==> config.mk <==
export PLATFORM = sky130hd
export DESIGN_NAME = alu_pipe_n
export DESIGN_NICKNAME = d
export VERILOG_FILES = /design/src/rtl/alu_pipe_n.sv
export SDC_FILE = /design/constraint.sdc
export NUM_CORES = 1
export LEC_CHECK = 0
export BUFFER_PORTS_ARGS = -buffer_cell sky130_fd_sc_hd__buf_2
export CAP_MARGIN = 20
export CORE_ASPECT_RATIO = 1.5
export CORE_MARGIN = 10
export CORE_UTILIZATION = 40
export CTS_CLUSTER_SIZE = 40
export DETAILED_ROUTE_END_ITERATION = 10
export PLACE_DENSITY = 0.71
export SLEW_MARGIN = 10
export SYNTH_ARGS = -nofsm -noshare
export SYNTH_HDL_FRONTEND = slang
export SYNTH_SLANG_ARGS = --single-unit
export TNS_END_PERCENT = 30
==> constraint.sdc <==
create_clock -name clk -period 2.8 [get_ports clk]
set_input_delay 0.14 -clock clk [delete_from_list [all_inputs] [get_ports clk]]
set_output_delay 0.14 -clock clk [all_outputs]
set_load 0.05 [all_outputs]
==> src/rtl/alu_pipe_n.sv <==
// alu_pipe_n: single-issue ALU with a valid/ready request port, a registered
// result port and a stored carry for multi-word arithmetic.
//
// Ports:
//   clk, rst              clock; asynchronous active-high reset
//   in_valid / in_ready   request handshake (in_ready only while idle)
//   a, b                  operands (WIDTH bits)
//   sel                   opcode: 000 A+cin, 001 A+B+cin, 010 A+~B+cin,
//                         011 A+all-ones+cin, 100 A&B, 101 A|B, 110 A^B, 111 ~A
//   cin, chain            carry-in; chain=1 uses the stored carry instead
//   out_valid / out_ready result handshake
//   f                     registered result
//   cout, zero, neg, ovf  registered flags
module alu_pipe_n #(
    parameter int WIDTH = 8
) (
    input  logic             clk,
    input  logic             rst,
    input  logic             in_valid,
    output logic             in_ready,
    input  logic [WIDTH-1:0] a,
    input  logic [WIDTH-1:0] b,
    input  logic [2:0]       sel,
    input  logic             cin,
    input  logic             chain,
    output logic             out_valid,
    input  logic             out_ready,
    output logic [WIDTH-1:0] f,
    output logic             cout,
    output logic             zero,
    output logic             neg,
    output logic             ovf
);

    typedef enum logic [1:0] {
        IDLE = 2'b00,
        EXEC = 2'b01,
        HOLD = 2'b10
    } state_t;

    state_t state, state_nx;

    // Operands captured at accept; the effective carry-in is resolved then.
    logic [WIDTH-1:0] a_r, b_r;
    logic [2:0]       sel_r;
    logic             cin_r;
    logic             carry_reg;

    logic             accept, done;
    logic [WIDTH-1:0] bop, f_nx;
    logic [WIDTH:0]   sum;
    logic             cout_nx, ovf_nx;

    always_ff @(posedge clk or posedge rst) begin
        if (rst) state <= IDLE;
        else     state <= state_nx;
    end

    always_comb begin
        state_nx = state;
        in_ready = 1'b0;
        accept   = 1'b0;
        done     = 1'b0;
        case (state)
            IDLE: begin
                in_ready = 1'b1;
                if (in_valid) begin
                    accept   = 1'b1;
                    state_nx = EXEC;
                end
            end
            EXEC: state_nx = HOLD;
            HOLD: begin
                if (out_ready) begin
                    done     = 1'b1;
                    state_nx = IDLE;
                end
            end
            default: state_nx = IDLE;
        endcase
    end

    always_comb begin
        bop     = '0;
        sum     = '0;
        f_nx    = '0;
        cout_nx = 1'b0;
        ovf_nx  = 1'b0;
        case (sel_r[1:0])
            2'b00:   bop = '0;
            2'b01:   bop = b_r;
            2'b10:   bop = ~b_r;
            default: bop = '1;
        endcase
        sum = {1'b0, a_r} + {1'b0, bop} + {{WIDTH{1'b0}}, cin_r};
        if (!sel_r[2]) begin
            f_nx    = sum[WIDTH-1:0];
            cout_nx = sum[WIDTH];
            ovf_nx  = (a_r[WIDTH-1] == bop[WIDTH-1]) && (f_nx[WIDTH-1] != a_r[WIDTH-1]);
        end else begin
            case (sel_r[1:0])
                2'b00:   f_nx = a_r & b_r;
                2'b01:   f_nx = a_r | b_r;
                2'b10:   f_nx = a_r ^ b_r;
                default: f_nx = ~a_r;
            endcase
        end
    end

    always_ff @(posedge clk or posedge rst) begin
        if (rst) begin
            a_r       <= '0;
            b_r       <= '0;
            sel_r     <= '0;
            cin_r     <= 1'b0;
            carry_reg <= 1'b0;
            out_valid <= 1'b0;
            f         <= '0;
            cout      <= 1'b0;
            zero      <= 1'b0;
            neg       <= 1'b0;
            ovf       <= 1'b0;
        end else begin
            if (accept) begin
                a_r   <= a;
                b_r   <= b;
                sel_r <= sel;
                cin_r <= chain ? carry_reg : cin;
            end
            if (state == EXEC) begin
                f         <= f_nx;
                cout      <= cout_nx;
                ovf       <= ovf_nx;
                zero      <= (f_nx == '0);
                neg       <= f_nx[WIDTH-1];
                out_valid <= 1'b1;
                // Logic ops leave the chained carry untouched.
                if (!sel_r[2]) carry_reg <= cout_nx;
            end
            if (done) out_valid <= 1'b0;
        end
    end

endmodule

# Yosys cells after proc, flatten, opt, wreduce, memory -nomap -nowiden
# Index checks and enable logic that the tools add are counted.
[totals] mem_bits_rw=0 latchBits=0 regBits=36 rom_bits=0 mem_count=0 out_inout_bits=14
[op_classes] magnitude_cmp=0 n_div=0 n_eq_ne=8 add_sub_neg=2 reduce_logical=7 bitwise_logic=6 multipliers=0 shift=0 muxes=16
[op_table] operator="$pmux W8 S3" n=2
[op_table] operator="$not A8 Y8" n=2
[op_table] operator="$mux W1" n=10
[op_table] operator="$add A8 B8 Y9" n=1
[op_table] operator="$add A9 B1 Y9" n=1
[op_table] operator="$and A8 B8 Y8" n=1
[op_table] operator="$logic_not A8 Y1" n=1
[op_table] operator="$mux W8" n=1
[op_table] operator="$or A8 B8 Y8" n=1
[op_table] operator="$xor A8 B8 Y8" n=1
[op_table] operator="$pmux W2 S3" n=1
[op_table] operator="$eq A2 B1 Y1 const B" n=2
[op_table] operator="$eq A2 B2 Y1 const B" n=2
[op_table] operator="$logic_not A2 Y1" n=2
[op_table] operator="$mux W2" n=2
[op_table] operator="$ne A2 B2 Y1 const B" n=2
[op_table] operator="$reduce_and A2 Y1" n=2
[op_table] operator="$reduce_bool A2 Y1" n=1
[op_table] operator="$eq A1 B1 Y1" n=1
[op_table] operator="$logic_and A1 B1 Y1" n=1
[op_table] operator="$ne A1 B1 Y1" n=1
[op_table] operator="$not A1 Y1" n=1

# Logic depth before layout (Yosys ltp)
# Gate-level depths: netlist of the first run.
[logic_depth] word_depth=7 depth_mapped=11 depth_no_buf=9

# Least setup slack after synthesis of the first run
# Ideal clock, no wire load.
[synth_timing] kind="reg-to-reg" from="register sel_r[0]" to="register f[4]" slack_ns=0.156 t_arrival_ns=2.519 path_stages_with_launch=12 synth_period_minus_slack_ns=2.644 n_path_buf=2 cell_sequence="dfrtp_1 > buf_2 > clkbuf_1 > mux2i_1 > fa_1 > fa_1 > inv_1 > a21o_1 > a21oi_1 > xnor2_1 > mux2_2 > mux2_2"
[synth_via] elab_chain_cells=5
[synth_rtl] element="start: declaration" line_no="45" text="logic [2:0] sel_r;"
[synth_rtl] element="start signal: assignment" line_no="127" text="sel_r <= sel;"
[synth_rtl] element="$eq A2 B2 Y1, or another cell as far along" line_no="89, 101"
[synth_rtl] element="$pmux W8 S3" line_no="89" text="case (sel_r[1:0])"
[synth_rtl] element="$add A8 B8 Y9" line_no="95" text="sum = {1'b0, a_r} + {1'b0, bop} + {{WIDTH{1'b0}}, cin_r};"
[synth_rtl] element="$add A9 B1 Y9" line_no="95"
[synth_rtl] element="$mux W8 *" line_no="96" text="if (!sel_r[2]) begin"
[synth_rtl] element="end signal: assignment" line_no="131" text="f <= f_nx;"
[synth_rtl] element="end: declaration" line_no="28" text="output logic [WIDTH-1:0] f,"
# Every way passes the cells marked *; elsewhere a longest branch is shown, timed or not.
# A chain may end at the register's enable or synchronous reset.

# Worst setup path after layout of the first run
[layout_timing] from="register sel_r[0]" to="register zero"
[layout_via] elab_chain_cells=6
[layout_rtl] element="$eq A2 B2 Y1, or another cell as far along" line_no="89, 101"
[layout_rtl] element="$pmux W8 S3" line_no="89"
[layout_rtl] element="$add A8 B8 Y9" line_no="95"
[layout_rtl] element="$add A9 B1 Y9" line_no="95"
[layout_rtl] element="$mux W8 *" line_no="96"
[layout_rtl] element="$logic_not A8 Y1 *" line_no="134" text="zero <= (f_nx == '0);"
[layout_rtl] element="end signal: assignment" line_no="134"
[layout_rtl] element="end: declaration" line_no="30" text="output logic zero,"
# Marked as above.

==> out/results.tsv, run 1 <==
stage	metric	value	unit
logic_synthesis	async_flop_share	1.00	
placement	io_buffers	38	
finish	multi_input_area	0.00132	mm²
cts	numCtsBuffers	5	
setup_path	reg2reg_depth	10	
logic_synthesis	ys_ff_latch	35	
route	wl_per_cell	14.6	µm
logic_synthesis	synth_nets	296	
global_route	grt_pass1_wl	8990	µm
logic_synthesis	ys_warn_count	0	
logic_synthesis	yosys.area.top_type_share	0.366	
timing	tns	0	ns
logic_synthesis	synth-main-ff-cell	dfrtp_1	
timing	period_share	0.953	
finish	insertedDiodeCount	0	
finish	nets	334	
global_route	gr-usage-all-layers	0.113	
global_route	grt_max_degree	36	
floorplanning	fp.dieW	83.1	µm
logic_synthesis	synth.distinct_cells	41	
setup_path	regToRegSetupSlack	0.13	ns
finish	syn_to_final_growth	14.9	%
logic_synthesis	synth_edf_count	0	
floorplanning	io_pins	39	
global_route	grt_pass1_vias	1974	
setup_path	worstPathMaxFanout	8	
route	num_vias	1820	
logic_synthesis	synth_seq_area_share	0.366	
setup_path	crit_type	reg2reg	
placement	hpwl	4130	µm
placement	place.gp.congestion	0.877	
finish	seq_area	876	µm²
global_route	grt_overflow	0	
floorplanning	dieArea	0.00953	mm²
global_route	antenna_found_initial	0	
floorplanning	initial_core_util	0.413	
setup_path	cp.required	3.00	ns
route	firstDrtPassIters	4	
finish	biggestRegsByFlops	a_r x8, b_r x8, f x8	
logic_synthesis	syn_area_per_cell	9.71	µm²
timing	slew_headroom	0.554	
timing	drv_slew	0	
route	initialDrtViolationCount	65	
logic_synthesis	syn_inst	246	
floorplanning	dieHeight	115	µm
setup_path	r2r_start	sel_r[0]	
route	routed_wl	5180	µm
route	vias_per_cell	5.11	
min_path	worstHoldStart	b[4]	
logic_synthesis	synth_area_leaders	dfrtp_1, ha_1, mux4_1, o21ai_0, inv_1	
logic_synthesis	syn_area	0.00239	mm²
timing	grt_setup_unrepaired	no	
route	drc	0	
cts	clock-root-buffer	clkbuf_8	
cts	post_cts_buffers	0	
floorplanning	num_rows	34	
min_path	hold_class	in2reg	
setup_path	crit_path_end_kind	flop	
timing	clock.fmax	375	MHz
setup_path	cp_data_arrival_time	2.87	ns
setup_path	r2r_end	zero	
route	antenna_left	0	
logic_synthesis	yosys.area.top_type	dfrtp_1	
setup_path	startpoint_type	flop	
timing	period_needed	2.67	ns
flow_run	cap_violations	0	
cts	insertion_delay	0.29	ns
cts	tritoncts	done	
timing	setup_violations	0	
floorplanning	core_area	0.00579	mm²
min_path	whs_path_depth	3	
finish	fillers	605	
cts	cts.sinks	35	
cts	clk_pin_slew_worst_paths	0.07	ns
timing	skew	0.00543	ns
cts	h-tree-depth	2	
cts	clock_path_buffers	2	
timing	hold_violations	0	
run_status	status	completed	
finish	drive_above_1_share	0.229	
min_path	min_to	b_r[4]	
timing	max_slew.worst_pin.slew	0.670	ns
==> timing repair <==
item,CTS,global route
hold endpoints to repair,35,0
gates resized for setup,0,1
endpoints found under the setup margin,0,1
hold buffers,1,0
==> critical path: stages (launching register included) <==
cell	delay, ns
dfrtp_1	0.43
buf_4	0.19
mux2i_1	0.24
inv_1	0.08
ha_1	0.27
nor2b_1	0.18
o2111ai_1	0.16
a32oi_1	0.42
xnor2_1	0.23
o2111ai_1	0.16
o31ai_2	0.24
==> stage by stage <==
| stage | hold WS, ns | std cells | utilization | setup slack, ns | instance area [µm²] |
|---|---|---|---|---|---|
| after floorplan | 0.247 | 246 | - | 0.156 | 2390 |
| after global placement | 0.257 | 348 | 0.458 | 0.155 | 2650 |
| after detailed placement | 0.265 | 348 | 0.458 | 0.160 | 2650 |
| after CTS | 0.0456 | 356 | 0.474 | 0.127 | 2750 |
| after global routing | 0.0550 | 356 | 0.475 | 0.00352 | 2750 |
| final | 0.0478 | 356 | 0.475 | 0.133 | 2750 |
==> cells in the mapped netlist, types with 2 or more instances <==
cell	n
a21o_1	2
a21oi_1	9
a31oi_1	2
and2_1	2
buf_2	3
clkbuf_1	8
dfrtp_1	35
fa_1	2
ha_1	23
inv_1	33
mux2_2	10
mux2i_1	3
mux4_1	6
mux4_2	2
nand2_1	32
nand2b_1	3
nand3_1	2
nor2_1	10
nor2b_1	2
nor3_1	2
o2111ai_1	2
o21a_1	2
o21ai_0	27
o311ai_0	2
o41ai_1	2
xnor2_1	4
xor2_1	2
==> worst max path at each step <==
stage              from   endpoint  slack (ns)  depth (start not counted)
2_1_floorplan  sel_r[0]       f[4]        0.16                         11
3_3_place_gp   sel_r[0]  carry_reg        0.15                          7
3_5_place_dp   sel_r[0]  carry_reg        0.16                          7
4_1_cts        sel_r[0]  carry_reg        0.13                          7
5_1_grt        sel_r[0]       zero       0.004                         10
6_report       sel_r[0]       zero        0.13                         10
==> per-layer routing <==
layer / vias up / global-route usage / share of wire
met2: 34 / 0.211 / 0.55
met4: 0 / 0.0649 / 0.024
met5: - / 0 / 0
met3: 8 / 0.0292 / 0.045
li1: 914 / - / -
met1: 864 / 0.109 / 0.38
==> cells by family (layout without fill, tap and decap cells) <==
family          Yosys count  after routing  share of synthesized area
fa+ha+maj                25             25                      0.137
buf+inv                  47             85                     0.0801
mux                      21             21                      0.145
xor+xnor                  6              6                     0.0220
flops                    35             35                      0.366
simple gates             56             56                      0.101
compound gates           56             56                      0.149
==> area by class of cell <==
class / count / share of cell area
clock buffers: 6 / 0.0301
clock inverters: 1 / 0.00182
inverters: 33 / 0.0451
multi-input cells: 164 / 0.482
flip-flops and latches: 35 / 0.319
well taps: 72 / 0.0328
repair buffers: 45 / 0.0893
==> cell usage in the layout (no fill, tap or decap), drive strengths merged, types with 2 or more instances in the layout <==
master,synthesis,routed
nand2b,3,3
nor2,10,10
nand2,32,32
o41ai,2,2
nor3,2,2
o311ai,2,2
nand3,2,2
buf,6,44
inv,33,33
and2,2,2
o2111ai,2,2
a21oi,9,9
o21a,2,2
fa,2,2
xnor2,4,4
nor2b,2,2
mux2i,3,3
mux4,8,8
a21o,2,2
clkbuf,8,6
a31oi,2,2
ha,23,23
xor2,2,2
dfrtp,35,35
mux2,10,10
o21ai,27,27
Power of run 1 is left out: the tool's default activity adds up to more than one toggle a clock period on the data nets, which glitch-free logic cannot reach.
==> run 2, diff against run 1 <==
--- a/config.mk
+++ b/config.mk
@@ -12,7 +12,7 @@
 export CORE_UTILIZATION = 40
 export CTS_CLUSTER_SIZE = 40
 export DETAILED_ROUTE_END_ITERATION = 10
-export PLACE_DENSITY = 0.71
+export PLACE_DENSITY = 0.69
 export SLEW_MARGIN = 10
 export SYNTH_ARGS = -nofsm -noshare
 export SYNTH_HDL_FRONTEND = slang
==> constraint.sdc (replaced) <==
create_clock -name clk -period 2.58 [get_ports clk]
set_input_delay 0.129 -clock clk [delete_from_list [all_inputs] [get_ports clk]]
set_output_delay 0.129 -clock clk [all_outputs]
set_load 0.05 [all_outputs]
==> out/results.tsv, run 2 (same netlist as run 1, synthesis figures left out) <==
stage	metric	value	unit
setup_path	cp_data_arrival_time	2.66	ns
route	met1_length	2250	µm
timing	slew_headroom	0.549	
cts	h-tree-depth	2	
flow_run	cap_violations	0	
timing	skew	0.00332	ns
floorplanning	num_rows	34	
finish	insertedDiodeCount	0	
cts	clock-root-buffer	clkbuf_8	
cts	clk_pin_slew_worst_paths	0.07	ns
timing	hold_violations	0	
global_route	grt_max_degree	20	
route	met3_length	168	µm
cts	numCtsBuffers	5	
global_route	grt_overflow	0	
route	drc	0	
global_route	grt_pass1_wl	9230	µm
global_route	antenna_found_initial	0	
route	highest_layer	met4	
cts	cts.sinks	35	
finish	nets	339	
route	routed_wl	5420	µm
floorplanning	fp.dieW	83.1	µm
route	wl_per_cell	15.0	µm
timing	period_needed	2.47	ns
global_route	grt_pass1_vias	2024	
finish	biggestRegsByFlops	a_r x8, b_r x8, f x8	
cts	clock_path_buffers	2	
route	vias_per_cell	5.22	
setup_path	cp.required	2.77	ns
finish	utilization	0.493	
timing	period_share	0.958	
cts	tritoncts	done	
timing	grt_setup_unrepaired	yes	
finish	drive_above_1_share	0.270	
timing	max_slew.worst_pin.slew	0.676	ns
placement	io_buffers	38	
finish	syn_to_final_growth	19.3	%
setup_path	crit_path_end_kind	flop	
floorplanning	io_pins	39	
global_route	gr-usage-all-layers	0.115	
run_status	status	completed	
finish	final_cell_mix	buf_2, dfrtp_1, inv_1, nand2_1, o21ai_0	
setup_path	worstPathMaxFanout	18	
route	route.met2.wl	2870	µm
cts	insertion_delay	0.28	ns
min_path	hold_class	in2reg	
route	antenna_left	0	
floorplanning	dieHeight	115	µm
timing	drv_slew	0	
finish	mostFrequentLayoutCell	buf_2	
route	firstDrtPassIters	4	
placement	place.gp.congestion	0.841	
floorplanning	initial_core_util	0.413	
route	initialDrtViolationCount	120	
timing	clock.fmax	405	MHz
floorplanning	dieArea	0.00953	mm²
floorplanning	core_area	0.00579	mm²
setup_path	crit_type	reg2reg	
timing	setup_violations	0	
setup_path	startpoint_type	flop	
route	num_vias	1884	
placement	hpwl	4210	µm
-- run 2: changes by cell type in the layout (fill, tap and decap cells not counted), sizes merged --
cell,change
buf,+5
-- run 2: repair_timing --
item | in CTS | in global routing
hold buffers | 1 | 0
hold endpoints to repair | 16 | 0
setup endpoints to repair | 0 | 6
resized for setup | 0 | 10
buffers inserted | 0 | 0
-- run 2: critical path: stages (launching register included) --
cell      delay (ns)
dfrtp_1         0.41
buf_12          0.16
mux2_2          0.26
ha_1            0.35
and3_1          0.21
a211o_1         0.35
xnor2_1         0.17
o211ai_1        0.16
o31ai_2         0.30
-- run 2: worst paths after layout --
kind	to	depth (start not counted)	from	slack (ns)
setup / recovery	zero	8	sel_r[0]	0.11
hold / removal	a_r[1]	3	a[1]	0.04
setup reg to reg	zero	8	sel_r[0]	0.11
hold reg to reg	f[1]	2	f[1]	0.48
max in group asynchronous	f[4]	4	rst	1.39
min in group asynchronous	b_r[1]	3	rst	0.48
-- run 2: area by class of cell --
cell class | instances | area, µm²
Fill cell | 570 | 2930
Multi-Input combinational cell | 164 | 1380
Sequential cell | 35 | 876
Timing Repair Buffer | 50 | 295
Inverter | 33 | 124
Tap cell | 72 | 90.1
Clock buffer | 6 | 82.6
Clock inverter | 1 | 5.00
-- run 2: layer usage --
metal | vias to the layer above | GRT usage
met5 | - | 0
met4 | 0 | 0.0535
met3 | 11 | 0.0249
met2 | 43 | 0.216
met1 | 900 | 0.118
li1 | 930 | -
-- run 2: stage by stage --
| step | instances | setup TNS (ns) | area [µm²] | hold slack (ns) | setup WS, ns |
|---|---|---|---|---|---|
| detailed placement | 353 | 0 | 2700 | 0.269 | 0.0293 |
| global route | 361 | -0.0709 | 2850 | 0.0484 | -0.0709 |
| floorplan | 246 | 0 | 2390 | 0.236 | 0.00408 |
| global placement | 353 | 0 | 2700 | 0.260 | 0.0802 |
| finish | 361 | 0 | 2850 | 0.0422 | 0.109 |
| CTS | 361 | 0 | 2800 | 0.0390 | 0.0241 |
Power of run 2 is left out for the same reason.
